`src/rtl/rival_car_ctrl.sv`:
```
// Opponent car generator: spawns a rival at a pseudo-random lane x, scrolls it down
// once per frame, flags overlap with the player car and counts rivals that got past.
module rival_car_ctrl #(
  parameter int         pixel_counter_width = 10,
  parameter int         OFFSET_BG_X         = 200,
  parameter int         OFFSET_BG_Y         = 150,
  parameter int         BG_HEIGHT           = 240,
  parameter int         ROAD_LEFT           = 244,
  parameter int         ROAD_RIGHT          = 304,
  parameter int         CAR_W               = 14,
  parameter int         CAR_H               = 16,
  parameter int         MAIN_CAR_Y          = 300,
  parameter int         STEP                = 2,
  parameter int         SPAWN_DELAY         = 60,
  parameter logic [7:0] LFSR_SEED           = 8'hA5
) (
  input  logic                           clk,
  input  logic                           BTNC,
  input  logic                           frame_tick,
  input  logic                           freeze,
  input  logic [pixel_counter_width-1:0] main_car_x,
  output logic [pixel_counter_width-1:0] rival_x,
  output logic [pixel_counter_width-1:0] rival_y,
  output logic                           rival_on,
  output logic                           collide,
  output logic [7:0]                     passed,
  output logic [7:0]                     rand_val
);

  localparam int W    = pixel_counter_width;
  localparam int SPAN = ROAD_RIGHT - ROAD_LEFT + 1;

  // Sums are formed one bit wider than the coordinates so they never wrap.
  localparam logic [W:0] CW     = (W+1)'(CAR_W);
  localparam logic [W:0] CH     = (W+1)'(CAR_H);
  localparam logic [W:0] MY     = (W+1)'(MAIN_CAR_Y);
  localparam logic [W:0] BOTTOM = (W+1)'(OFFSET_BG_Y + BG_HEIGHT);
  localparam logic [7:0] LAST   = 8'(SPAWN_DELAY - 1);

  typedef enum logic [1:0] {WAIT, SPAWN, MOVE, HIT} state_t;

  state_t     state;
  logic [7:0] count;
  logic       tick;
  logic       feedback;
  logic [7:0] rand_mod;
  logic [W:0] y_new;
  logic       hit_new;
  logic       hit_cur;

  // Strict comparisons: boxes that only share an edge do not collide.
  function automatic logic overlap(input logic [W:0] rx, input logic [W:0] ry,
                                   input logic [W:0] mx);
    return (rx < mx + CW) && (mx < rx + CW) && (ry < MY + CH) && (MY < ry + CH);
  endfunction

  assign tick     = frame_tick & ~freeze;
  assign feedback = rand_val[7] ^ rand_val[5] ^ rand_val[4] ^ rand_val[3];
  assign rand_mod = rand_val % 8'(SPAN);
  assign y_new    = {1'b0, rival_y} + (W+1)'(STEP);
  assign hit_new  = overlap({1'b0, rival_x}, y_new, {1'b0, main_car_x});
  assign hit_cur  = overlap({1'b0, rival_x}, {1'b0, rival_y}, {1'b0, main_car_x});

  always_ff @(posedge clk) begin
    if (BTNC) rand_val <= LFSR_SEED;
    else      rand_val <= {rand_val[6:0], feedback};
  end

  always_ff @(posedge clk) begin
    if (BTNC) begin
      state    <= WAIT;
      count    <= 8'd0;
      rival_x  <= W'(ROAD_LEFT);
      rival_y  <= W'(OFFSET_BG_Y);
      rival_on <= 1'b0;
      collide  <= 1'b0;
      passed   <= 8'd0;
    end else begin
      case (state)
        WAIT: begin
          rival_on <= 1'b0;
          if (tick) begin
            if (count == LAST) begin
              count <= 8'd0;
              state <= SPAWN;
            end else begin
              count <= count + 8'd1;
            end
          end
        end
        SPAWN: begin
          rival_x  <= W'(ROAD_LEFT) + W'(rand_mod);
          rival_y  <= W'(OFFSET_BG_Y);
          rival_on <= 1'b1;
          state    <= MOVE;
        end
        MOVE: begin
          if (tick) begin
            if (y_new + CH > BOTTOM) begin
              rival_on <= 1'b0;
              if (passed != 8'hFF) passed <= passed + 8'd1;
              state <= WAIT;
            end else begin
              rival_y <= y_new[W-1:0];
              if (hit_new) begin
                collide <= 1'b1;
                state   <= HIT;
              end
            end
          end else if (hit_cur) begin
            // Player steered into a rival that has not moved this cycle.
            collide <= 1'b1;
            state   <= HIT;
          end
        end
        HIT: begin
          rival_on <= 1'b1;
          collide  <= 1'b1;
        end
        default: state <= WAIT;
      endcase
    end
  end

endmodule
```
`config.mk`:
```
export PLATFORM = sky130hd
export DESIGN_NAME = rival_car_ctrl
export DESIGN_NICKNAME = d
export VERILOG_FILES = /design/src/rtl/rival_car_ctrl.sv
export SDC_FILE = /design/constraint.sdc
export NUM_CORES = 1
export LEC_CHECK = 0
export CAP_MARGIN = 20
export CELL_PAD_IN_SITES_DETAIL_PLACEMENT = 1
export CELL_PAD_IN_SITES_GLOBAL_PLACEMENT = 1
export CORE_MARGIN = 4
export CORE_UTILIZATION = 40
export DETAILED_ROUTE_END_ITERATION = 8
export PLACE_DENSITY = 0.85
export SETUP_SLACK_MARGIN = 0.2
export SYNTH_ARGS = -nofsm -noshare
export SYNTH_HDL_FRONTEND = slang
export SYNTH_SLANG_ARGS = --single-unit
```
`constraint.sdc`:
```
create_clock -name clk -period 4.11 [get_ports clk]
set_input_delay 0.6165 -clock clk [delete_from_list [all_inputs] [get_ports clk]]
set_output_delay 0.6165 -clock clk [all_outputs]
set_load 0.05 [all_outputs]
```
==> results.json <==
{
  "hold_class": "flip-flop to flip-flop",
  "async_flop_share": 0,
  "grt_max_degree": 31,
  "routed_wl_um": 11000,
  "rrSetupSlack_ns": 0.67,
  "arrival_ns": 3.85,
  "critPathRequiredTime_ns": 4.34,
  "cp_common_cell": "ha_1",
  "synth_cells": 475,
  "grt_usage": 0.199,
  "cts_hold_buffers": 0,
  "ys.flop_type": "dfxtp_1",
  "synth-edff-count": 0,
  "final_nets": 557,
  "yosysWarnings": 0,
  "grt_pass1_vias": 3809,
  "netlist_area_sq_mm": 0.00381,
  "clock-sinks": 46,
  "cts_buffer_depth": 2,
  "max_stage_delay_ns": 0.51,
  "yosysUniqueCellTypes": 78,
  "cp_top_family": "compound AO/OA/AOI/OAI gates",
  "path_max_fanout": 3,
  "holdPathEnd": "count[1]$_SDFFE_PP0P_",
  "rsz0062_at_grt": "false",
  "htreeDepth": 2,
  "dieArea_sq_mm": 0.0112,
  "path_cells": "clkdlybuf4s50_1 > inv_1 > ha_1 > nand2b_1 > nand2_1 > xor2_1 > ha_1 > o21ai_0 > nor2_1 > nor3b_2 > a221oi_1 > or3_1 > o311a_1 > a2111oi_4 > mux2i_1",
  "r2r-end": "state[1]$_SDFFE_PP0P_",
  "first_iter_violations": 116,
  "fin_area_sq_mm": 0.00451,
  "gp_congestion": 0.901,
  "slew_headroom": 0.483,
  "root_buffer": "clkbuf_8",
  "vias": 3699,
  "cts_tree": "yes",
  "worst_hold_startpoint": "count[1]$_SDFFE_PP0P_",
  "postRouteAntennaNets": 0,
  "path_clk_slew_ns": 0.09,
  "setup_tns_ns": 0,
  "dp_hpwl_um": 8320,
  "dpl_cell_area_sq_mm": 0.00439,
  "maxCapViolations": 0,
  "start_kind": "input port",
  "routedWlPerCell_um": 17.1,
  "antenna_cells": 0,
  "via_per_inst": 5.75,
  "finClkSkew_ns": 0.00977,
  "post_cts_buffers": 0,
  "ys_seq_area_frac": 0.242,
  "die_x_um": 106,
  "hold_viol_final": 0,
  "syn_to_final_growth_pct": 18.3,
  "cts_buffers": 5,
  "cellLeakagePower_nw": 1.66,
  "avgSynthCellArea_sq_um": 8.03,
  "numPortBuffers": 49,
  "fin_crit_ns": 3.62,
  "worstReg2RegStart": "rival_x[1]$_SDFFE_PP0P_",
  "overflow": 0,
  "io-pin-count": 52,
  "setup_viol": 0,
  "cp-end-kind": "flip-flop",
  "outcome": "complete, no violations",
  "path_buf_inv": 2,
  "tightest_slew_ns": 0.765,
  "critPathKind": "input port to flip-flop",
  "grt_first_pass_wirelength_um": 18600,
  "hold-path-cell-count": 2,
  "insertion_delay_ns": 0.31,
  "antenna_found_initial": 0,
  "min_period_over_period": 0.880,
  "ir_worst_vdd_mv": 0.147,
  "cp_slowest_cell": "clkdlybuf4s50_1",
  "drv_slew": 0,
  "multi_input_area_sq_mm": 0.00270,
  "core-area_sq_mm": 0.00924,
  "drc": 0,
  "drtPass1Iterations": 4,
  "drive_gt1_frac": 0.0837,
  "num-fill-cells": 1133,
  "synth_seq_cells": 46,
  "initial_core_util": 0.413,
  "chipHeight_um": 106,
  "max_freq_ghz": 0.277,
  "r2r.worst_path.cells": 12,
  "placementRows": 35,
  "seq_area_sq_um": 921,
  "pwr_density_cell_mw_per_mm2": 234
}
[tightest hold or removal path: stages, from the launching register on]
cell and delay (ns):
dfxtp_1 0.34, nand2_1 0.06, a21oi_1 0.06
[report_power, final]
| part | switching (mW) | internal, mW | total [mW] | leakage [nW] |
|---|---|---|---|---|
| Combinational | 0.133 | 0.0957 | 0.228 | 1.23 |
| Sequential | 0.0265 | 0.454 | 0.480 | 0.374 |
| Clock | 0.165 | 0.182 | 0.347 | 0.0585 |
| Total | 0.324 | 0.732 | 1.06 | 1.66 |
[cell usage in the layout (no fill, tap or decap), types with 6 or more instances in the layout]
cell | netlist | layout
clkdlybuf4s50_1 | 0 | 49
nor2_1 | 47 | 47
dfxtp_1 | 46 | 46
nand2_1 | 41 | 41
ha_1 | 30 | 30
a21oi_1 | 21 | 21
xor2_1 | 18 | 18
nand3_1 | 18 | 18
xnor2_1 | 17 | 17
inv_1 | 16 | 16
o21ai_0 | 16 | 16
nand4_1 | 14 | 14
nand2b_1 | 11 | 11
nor3_1 | 10 | 10
mux2i_1 | 8 | 8
buf_4 | 4 | 8
a211oi_1 | 7 | 7
nor2b_1 | 7 | 7
or3_1 | 7 | 7
o211ai_1 | 6 | 6
[kinds of logic after synthesis]
group / count (synthesis) / share of synthesized area
AOI/OAI and AO/OA: 114 / 0.225
DFF: 46 / 0.242
and+or+nand+nor: 193 / 0.267
muxes: 10 / 0.0269
buffers and inverters: 44 / 0.0522
adders and majority gates: 31 / 0.101
xor gates and xnor gates: 36 / 0.0847
other: 1 / 0.000984
[synthesized netlist by cell type, types with 3 or more instances]
cell type  number  share of area
and2_1          5         0.0082
nor2_1         47          0.046
o31ai_1         3         0.0059
o211a_1         3         0.0079
nand3_1        18          0.024
nand4_1        14          0.023
buf_2           3         0.0039
xnor2_1        17          0.039
mux2i_1         8          0.021
nand2b_1       11          0.018
nand2_1        41          0.040
a311oi_1        3         0.0069
a31o_2          4         0.0092
a21oi_1        21          0.028
nor3_1         10          0.013
o21a_1          5         0.0098
inv_1          16          0.016
a31oi_1         5         0.0082
dfxtp_1        46           0.24
o21ai_1         3         0.0039
and3_1          4         0.0066
a21o_1          4         0.0079
nor4_1          3         0.0049
xor2_1         18          0.041
clkbuf_1       16          0.016
o21ai_0        16          0.021
buf_4           4         0.0079
a21boi_0        3         0.0059
or2_2           4         0.0066
o211ai_1        6          0.012
or3_1           7          0.011
ha_1           30          0.098
a211o_1         4         0.0092
nand3b_1        5         0.0098
nor2b_1         7          0.011
a211oi_1        7          0.014
[layout make-up]
class	instances	area share
multi-input cells	386	0.599
flip-flops and latches	46	0.204
repair buffers	57	0.122
well taps	129	0.0358
clock buffers	5	0.0153
inverters	17	0.0141
clock inverters	3	0.00971
[through the flow]
step	power [mW]	cells	setup slack, ns	hold WS, ns	util
detailed placement	0.717	635	0.0319	0.482	0.475
CTS	1.06	643	0.324	0.497	0.488
finish	1.06	643	0.494	0.489	0.488
floorplan	0.647	476	0.558	0.454	-
global placement	0.706	635	0.188	0.466	0.475
global route	1.11	643	0.272	0.531	0.488
[registers in the layout, indices dropped and copies added (netlist names)]
register and flops:
rival_x 9, rival_y 9, count 8, passed 8, rand_val 8, state 2
collide 1, rival_on 1
[layer usage]
metal / GRT usage / routed length, um / vias to the layer above
met4: 0.0435 / 145 / 0
met2: 0.358 / 5450 / 53
li1: - / - / 1812
met1: 0.253 / 5210 / 1819
met5: 0 / 0 / -
met3: 0.0269 / 206 / 15
[worst max-delay path by stage]
stage,slack (ns),cells past startpoint,from,endpoint
3_5_place_dp,0.03,15,main_car_x[1],state[0]$_SDFFE_PP0P_
2_1_floorplan,0.56,13,rival_y[2]$_SDFFE_PP1P_,rival_y[8]$_SDFFE_PP0P_
3_3_place_gp,0.19,15,main_car_x[1],state[1]$_SDFFE_PP0P_
6_report,0.49,15,main_car_x[1],state[1]$_SDFFE_PP0P_
4_1_cts,0.32,15,main_car_x[1],state[1]$_SDFFE_PP0P_
5_1_grt,0.27,15,main_car_x[1],state[0]$_SDFFE_PP0P_
[what timing repair did]
| item | 4_1_cts | 5_1_grt |
|---|---|---|
| endpoints found under the setup margin | 0 | 2 |
| hold endpoints to repair | 0 | 0 |
| gates resized for setup | 0 | 1 |
Note: power is estimated with default switching activity, not from simulation.
